===== config.mk =====
export PLATFORM = sky130hd
export DESIGN_NAME = uart_rx
export DESIGN_NICKNAME = d
export VERILOG_FILES = /design/src/rtl/uart_pkg.sv /design/src/rtl/uart_sync.sv /design/src/rtl/uart_rx.sv
export SDC_FILE = /design/constraint.sdc
export NUM_CORES = 1
export LEC_CHECK = 0
export CAP_MARGIN = 40
export CORE_MARGIN = 2
export CORE_UTILIZATION = 45
export CTS_CLUSTER_SIZE = 30
export DETAILED_ROUTE_END_ITERATION = 6
export PLACE_DENSITY = 0.69
export REMOVE_ABC_BUFFERS = 1
export SETUP_SLACK_MARGIN = 0.15
export SLEW_MARGIN = 10
export SYNTH_ARGS = -nofsm -noshare
export SYNTH_HDL_FRONTEND = slang
export SYNTH_HIERARCHICAL = 1
export SYNTH_SLANG_ARGS = --single-unit

===== constraint.sdc =====
create_clock -name clk -period 2.1 [get_ports clk]
set_clock_uncertainty 0.2 [all_clocks]
set_input_delay 0.21 -clock clk [delete_from_list [all_inputs] [get_ports clk]]
set_output_delay 0.21 -clock clk [all_outputs]
set_load 0.01 [all_outputs]

===== src/rtl/uart_pkg.sv =====
// Shared UART definitions: receiver states, frame width and the default bit timing
// (100 MHz / 115200) used by both the receiver and the transmitter.
package uart_pkg;

  localparam int DATA_BITS            = 8;
  localparam int CLKS_PER_BIT_DEFAULT = 868;

  typedef enum logic [2:0] {
    IDLE,
    START,
    DATA,
    PARITY,
    STOP,
    BREAK
  } uart_state_t;

endpackage


===== src/rtl/uart_sync.sv =====
// Multi-flop synchronizer for an asynchronous single-bit input; flops reset to 1
// so an idle-high line never looks active while reset is asserted.
module uart_sync
  import uart_pkg::*;
#(
  parameter int STAGES = 2
) (
  input  logic clk,
  input  logic rst_n,
  input  logic d,
  output logic q
);

  logic [STAGES-1:0] ff;

  always_ff @(posedge clk or negedge rst_n) begin
    if (!rst_n) ff <= '1;
    else        ff <= {ff[STAGES-2:0], d};
  end

  assign q = ff[STAGES-1];

endmodule


===== src/rtl/uart_rx.sv =====
// 8N1 UART receiver with mid-bit sampling, stop-bit check and one-cycle strobes.
// Defining UART_RX_PARITY_EN adds an even-parity bit between data and stop.
module uart_rx
  import uart_pkg::*;
#(
  parameter int CLKS_PER_BIT = CLKS_PER_BIT_DEFAULT,
  parameter int SYNC_STAGES  = 2
) (
  input  logic                 clk,
  input  logic                 rst_n,
  input  logic                 rx,
  output logic [DATA_BITS-1:0] data,
  output logic                 data_valid,
  output logic                 frame_err,
  output logic                 parity_err,
  output logic                 busy
);

  localparam int CNT_W = $clog2(CLKS_PER_BIT);
  localparam int IDX_W = $clog2(DATA_BITS);
  localparam logic [CNT_W-1:0] CNT_LAST = CNT_W'(CLKS_PER_BIT - 1);
  localparam logic [CNT_W-1:0] CNT_MID  = CNT_W'(CLKS_PER_BIT / 2 - 1);
  localparam logic [IDX_W-1:0] IDX_LAST = IDX_W'(DATA_BITS - 1);

  uart_state_t          state, state_next;
  logic                 rx_s;
  logic [CNT_W-1:0]     clk_cnt;
  logic [IDX_W-1:0]     bit_idx;
  logic [DATA_BITS-1:0] shreg;
  logic                 bit_tick, mid_start;
  logic                 cnt_clear, shift_en, set_valid, set_ferr;
`ifdef UART_RX_PARITY_EN
  logic                 par_bit, par_en, set_perr;
`endif

  uart_sync #(.STAGES(SYNC_STAGES)) u_sync (
    .clk   (clk),
    .rst_n (rst_n),
    .d     (rx),
    .q     (rx_s)
  );

  assign bit_tick  = (clk_cnt == CNT_LAST);
  assign mid_start = (clk_cnt == CNT_MID);

  always_ff @(posedge clk or negedge rst_n) begin
    if (!rst_n) state <= IDLE;
    else        state <= state_next;
  end

  // Returning to IDLE at mid-stop leaves half a bit to catch a back-to-back start edge.
  always_comb begin
    state_next = state;
    case (state)
      IDLE:  if (!rx_s) state_next = START;
      START: if (mid_start) state_next = rx_s ? IDLE : DATA;
      DATA:
        if (bit_tick && bit_idx == IDX_LAST) begin
`ifdef UART_RX_PARITY_EN
          state_next = PARITY;
`else
          state_next = STOP;
`endif
        end
`ifdef UART_RX_PARITY_EN
      PARITY: if (bit_tick) state_next = STOP;
`endif
      STOP:  if (bit_tick) state_next = rx_s ? IDLE : BREAK;
      BREAK: if (rx_s) state_next = IDLE;
      default: state_next = IDLE;
    endcase
  end

  always_comb begin
    cnt_clear = 1'b0;
    shift_en  = 1'b0;
    set_valid = 1'b0;
    set_ferr  = 1'b0;
`ifdef UART_RX_PARITY_EN
    par_en    = 1'b0;
    set_perr  = 1'b0;
`endif
    busy      = (state != IDLE);
    case (state)
      IDLE, BREAK: cnt_clear = 1'b1;
      START:       cnt_clear = mid_start;
      DATA:        shift_en  = bit_tick;
`ifdef UART_RX_PARITY_EN
      PARITY:      par_en    = bit_tick;
`endif
      STOP:
        if (bit_tick) begin
          if (!rx_s) set_ferr = 1'b1;
`ifdef UART_RX_PARITY_EN
          else if (par_bit != ^shreg) set_perr = 1'b1;
`endif
          else set_valid = 1'b1;
        end
      default: ;
    endcase
  end

  always_ff @(posedge clk or negedge rst_n) begin
    if (!rst_n) begin
      clk_cnt    <= '0;
      bit_idx    <= '0;
      shreg      <= '0;
      data       <= '0;
      data_valid <= 1'b0;
      frame_err  <= 1'b0;
    end else begin
      clk_cnt    <= (cnt_clear || bit_tick) ? '0 : clk_cnt + 1'b1;
      if (state != DATA) bit_idx <= '0;
      else if (shift_en) bit_idx <= bit_idx + 1'b1;
      if (shift_en) shreg[bit_idx] <= rx_s;
      if (set_valid) data <= shreg;
      data_valid <= set_valid;
      frame_err  <= set_ferr;
    end
  end

`ifdef UART_RX_PARITY_EN
  always_ff @(posedge clk or negedge rst_n) begin
    if (!rst_n) begin
      par_bit    <= 1'b0;
      parity_err <= 1'b0;
    end else begin
      if (par_en) par_bit <= rx_s;
      parity_err <= set_perr;
    end
  end
`else
  assign parity_err = 1'b0;
`endif

endmodule


After elaboration in Yosys (flattened, before gate mapping). Index checks and enable logic that the tools add are counted.

Logic and storage cells: 55. Input port bits: 3. Register bits after elaboration: 36. Output and inout port bits: 12.

$add $sub $neg: 2. Muxes and demuxes: 22. Magnitude comparators: 2. Reduce and logical (&&, ||, !) cells: 8. Equality and inequality tests: 13.

Operator list (number): 3-bit 2-to-1 mux (8); 3-bit case mux with 5 select lines (1); 10-bit by 1-bit adder with 10-bit output (second input constant) (1); 10-bit == test (second input constant) (1); 10-bit by 9-bit == test with 1-bit output (second input constant) (1); 10-bit 2-to-1 mux (1); 3-bit == test (second input constant) (3); 8-bit bitwise mux (1); 1-bit 2-to-1 mux (8); 2-bit != test (second input constant) (4); 5-bit AND reduction (1); 3-bit by 4-bit < comparator with 1-bit output (second input constant) (1); 3-bit by 1-bit adder with 3-bit output (second input constant) (1); 1-bit demux with 3-bit select (1); 3-bit by 1-bit == test with 1-bit output (second input constant) (1); 3-bit by 2-bit == test with 1-bit output (second input constant) (1); 3-bit by 1-bit >= comparator with 1-bit output (second input constant) (1); 3-bit zero test (1); 3-bit by 2-bit != test with 1-bit output (second input constant) (1); 3-bit nonzero test (1); 1-bit logical AND (2); 2-bit 2-to-1 mux (1); 2-bit by 1-bit != test with 1-bit output (second input constant) (1); 1-bit case mux with 2 select lines (1); other kinds (3) (3).

Longest topological paths before layout.
Depth after elaboration: 5. Mapped depth: 6. Gate-level depth less buffers: 6.

Cells and area by module. The synthesis kept the hierarchy.

Modules (own cells, without submodules): uart_rx (cells each 152, area an instance 1712.9 um^2, times used 1, sequential area each 850.8 um^2); uart_sync (cells each 2, area an instance 52.6 um^2, times used 1, sequential area each 52.6 um^2).

Worst setup path after synthesis. Ideal clock, no wire load.

Path type: flip-flop to flip-flop. From: register clk_cnt[0]. To: register shreg[4]. Setup slack: 2 ps. Cell stages (with the launch flop): 7. Arrival time: 1773 ps. Library setup time: 125 ps. Required time: 1775 ps. Path through: dfrtp_1 -> ha_1 -> and4bb_4 -> nand4_4 -> buf_2 -> nor4_1 -> mux2_2.

Cells in the longest elaborated chain, start to end: 2.

Ends and longest elaborated chain: start, declared (RTL line uart_rx.sv:27) `logic [CNT_W-1:0] clk_cnt;`; start signal, assigned (RTL line uart_rx.sv:112) `clk_cnt <= (cnt_clear || bit_tick) ? '0 : clk_cnt + 1'b1;`; 10-bit == test (RTL line uart_rx.sv:43) `assign bit_tick = (clk_cnt == CNT_LAST);`; 1-bit 2-to-1 mux (RTL line uart_rx.sv:84) `case (state)`; end signal, assigned by index (RTL line uart_rx.sv:115) `if (shift_en) shreg[bit_idx] <= rx_s;`; end, declared (RTL line uart_rx.sv:29) `logic [DATA_BITS-1:0] shreg;`.

No other way between the ends. A chain may end at the register's enable or synchronous reset.

Worst setup path in the final report.
From: register clk_cnt[1]. To: register data[6].

Cells in the longest elaborated chain, start to end: 3.

Ends and longest elaborated chain: 10-bit == test (RTL line uart_rx.sv:43); 1-bit 2-to-1 mux (RTL line uart_rx.sv:92) `if (bit_tick) begin`; 1-bit 2-to-1 mux (RTL line uart_rx.sv:84); end signal, assigned (RTL line uart_rx.sv:116) `if (set_valid) data <= shreg;`; end, declared (RTL line uart_rx.sv:12) `output logic [DATA_BITS-1:0] data,`.

No other way between the ends.

==> summary.txt <==
status - complete, no violations
Post-DP HPWL - 2.47 mm
CTS buffer count - 5
CTS Root Cell - clkbuf_8
die area - 0.00444 sq mm
CP max stage delay - 370 ps
max-slew violations - 0
DRC Markers - 0
Leak Pwr - 1.12 nW
Vias - 1286
worst path cell trace - ha_2 -> and4bb_4 -> nand4_4 -> or3_4 -> buf_6 -> mux2_4
Top-Level Pins - 15
flop2flop setup slack - 70 ps
chip height - 66.6 um
Overflow after GRT - 0
period utilization - 96.9%
area share of the largest cell type after synthesis - 48.2%
Setup TNS Final - 0 ps
core area - 0.00372 sq mm
WP buf/inv - 1
Via-to-Cell Ratio - 5.43
fin util - 64.3%
type of the worst min-delay path - primary input to flop
Clock Path Buffers - 2
layout cells sized above 1 - 37.0%
row count - 22
Synth Instances - 154
filler instances - 278
kind of cell adding the most delay to the critical path - simple AND/OR/NAND/NOR gates
Skew-Pair Late Insertion Delay - 300 ps
Critical Path AT - 2020 ps
reg2reg start - clk_cnt[1]
Worst slew margin - 65.1%
kind of critical path - flop to flop
hold path cells - 1
mapped cell area - 0.00177 sq mm
antenna cells - 0
Hold Slack - 109 ps
Die X - 66.6 um
ys flop type - dfrtp_1
crit path capture type - flop
yosys warns - 6
area leader, netlist - dfrtp_1
r2r worst-path depth - 6
First-pass DRT Iterations - 4
worst slew pin tran - 523 ps
Post-Route WL - 3.78 mm
top cells by area, synth - dfrtp_1, mux2_4, mux2_2, nor2_1, dfstp_2
max-cap viol count - 0
Final Power - 1.36 mW
PD cells - 569 mW/mm^2
critical path's slowest cell - or3_4
number of global-route vias before repair - 1293
Fin. Hold Viols - 0
GRT Overall Usage - 18.4%
Initial Util - 47.5%
Clk pin slew, worst setup/hold paths - 80 ps
antenna violations before repair - 0
first-pass GRT wire length - 6.07 mm
Final #Nets - 195
most frequent cells in the layout - dfrtp_1, buf_4, nor2_1
critical-path maximum fanout - 5
sequential share of the synthesized area - 51.2%
fmax - 492 MHz
pin count of the biggest net entering global routing - 37
share of flip-flops with an asynchronous set or reset - 100%
Synth Area per Inst - 11.5 sq um
min Tclk post-route - 2030 ps
CTS tree - built
area grow syn2layout - 35.3%
Max VDD drop - 491 uV
H-tree depth - 2
Avg WL per Cell - 15.9 um
# port buffers - 13
worst r2r dst - data[6]
clk sinks - 36
1st-iter DRT viols - 71
hold endpoint - u_sync/ff[0]
RSZ-0062 raised after global routing - yes
Seq cells post-synth - 36
startpoint types - flop
post-route antenna net violation count - 0
most common cell after layout, fill and taps aside - dfrtp_1
hold path startpoint - rx
final setup vio count - 0
Distinct cells, synth - 39
EDFF count, synth - 0
GPL Wtd Cong - 0.771
data required time of the worst path - 2080 ps
==> layout make-up <==
cell class | count | area [sq um] | area share (%)
Clock buffer | 5 | 68.8 | 2.88
Clock inverter | 3 | 46.3 | 1.94
Inverter | 7 | 26.3 | 1.10
Multi-Input combinational cell | 103 | 966 | 40.4
Sequential cell | 36 | 903 | 37.8
Tap cell | 48 | 60.1 | 2.51
Timing Repair Buffer | 35 | 318 | 13.3
==> worst max path at each step <==
stage                    start         end  slack [ps]  cells past startpoint
floorplan           clk_cnt[0]     data[0]        -190                      5
global placement    clk_cnt[0]     data[0]          -9                      6
detailed placement  clk_cnt[1]  clk_cnt[5]         -80                      7
CTS                 clk_cnt[1]     data[6]          70                      6
global route        clk_cnt[0]     data[1]           5                      6
finish              clk_cnt[1]     data[6]          70                      6
==> synth_stat cells, types with 3 or more instances <==
| master | instances |
|---|---|
| or3b_2 | 3 |
| buf_2 | 4 |
| nor4_1 | 7 |
| mux2_2 | 8 |
| inv_1 | 7 |
| nor2_1 | 17 |
| ha_1 | 4 |
| dfrtp_1 | 34 |
| a21oi_1 | 6 |
| xnor2_1 | 4 |
| nor3_1 | 3 |
| xor2_1 | 5 |
| mux2_4 | 8 |
| nand3_1 | 3 |
| nand2_1 | 12 |
==> per-layer routing <==
metal	vias up	wire length, um	part of all wire, %	track usage, %
met4	0	53	1.4	6.89
met5	-	0	0	0
met2	20	1830	49	29.0
met1	658	1790	47	24.7
li1	602	-	-	-
met3	6	97	2.6	4.22
==> stage by stage <==
stage | worst slack (ps) | instance area (sq um) | instances
after floorplan | -185 | 1720 | 146
after global placement | -8.63 | 2080 | 228
after detailed placement | -78.2 | 2080 | 228
after CTS | 71.0 | 2320 | 237
after global routing | 5.21 | 2390 | 237
final | 65.9 | 2390 | 237
==> state kept, by name, summed over array words and instances, names as in the netlist <==
signal,cells
state,3
data,8
data_valid,1
u_sync/ff,2
clk_cnt,10
bit_idx,3
frame_err,1
shreg,8
==> logic make-up after synthesis <==
| kind of cell | synth area share, % |
|---|---|
| buffers and inverters | 4.11 |
| xor gates and xnor gates | 4.46 |
| other | 0.212 |
| AOI/OAI and AO/OA | 4.47 |
| muxes | 12.5 |
| adders and majority gates | 2.83 |
| DFF | 51.2 |
| and+or+nand+nor | 20.3 |
==> where the power goes <==
group          switching [mW]  internal, mW
combinational          0.0180       0.00684
clock                   0.278         0.358
sequential            0.00191         0.696
==> timing repair <==
action	4_1_cts	5_1_grt
setup endpoints to repair	27	30
gates cloned	0	0
hold buffers	0	0
resized for setup	19	14
pin swaps	5	5
setup buffers	1	0
Note: power is estimated with default switching activity, not from simulation.
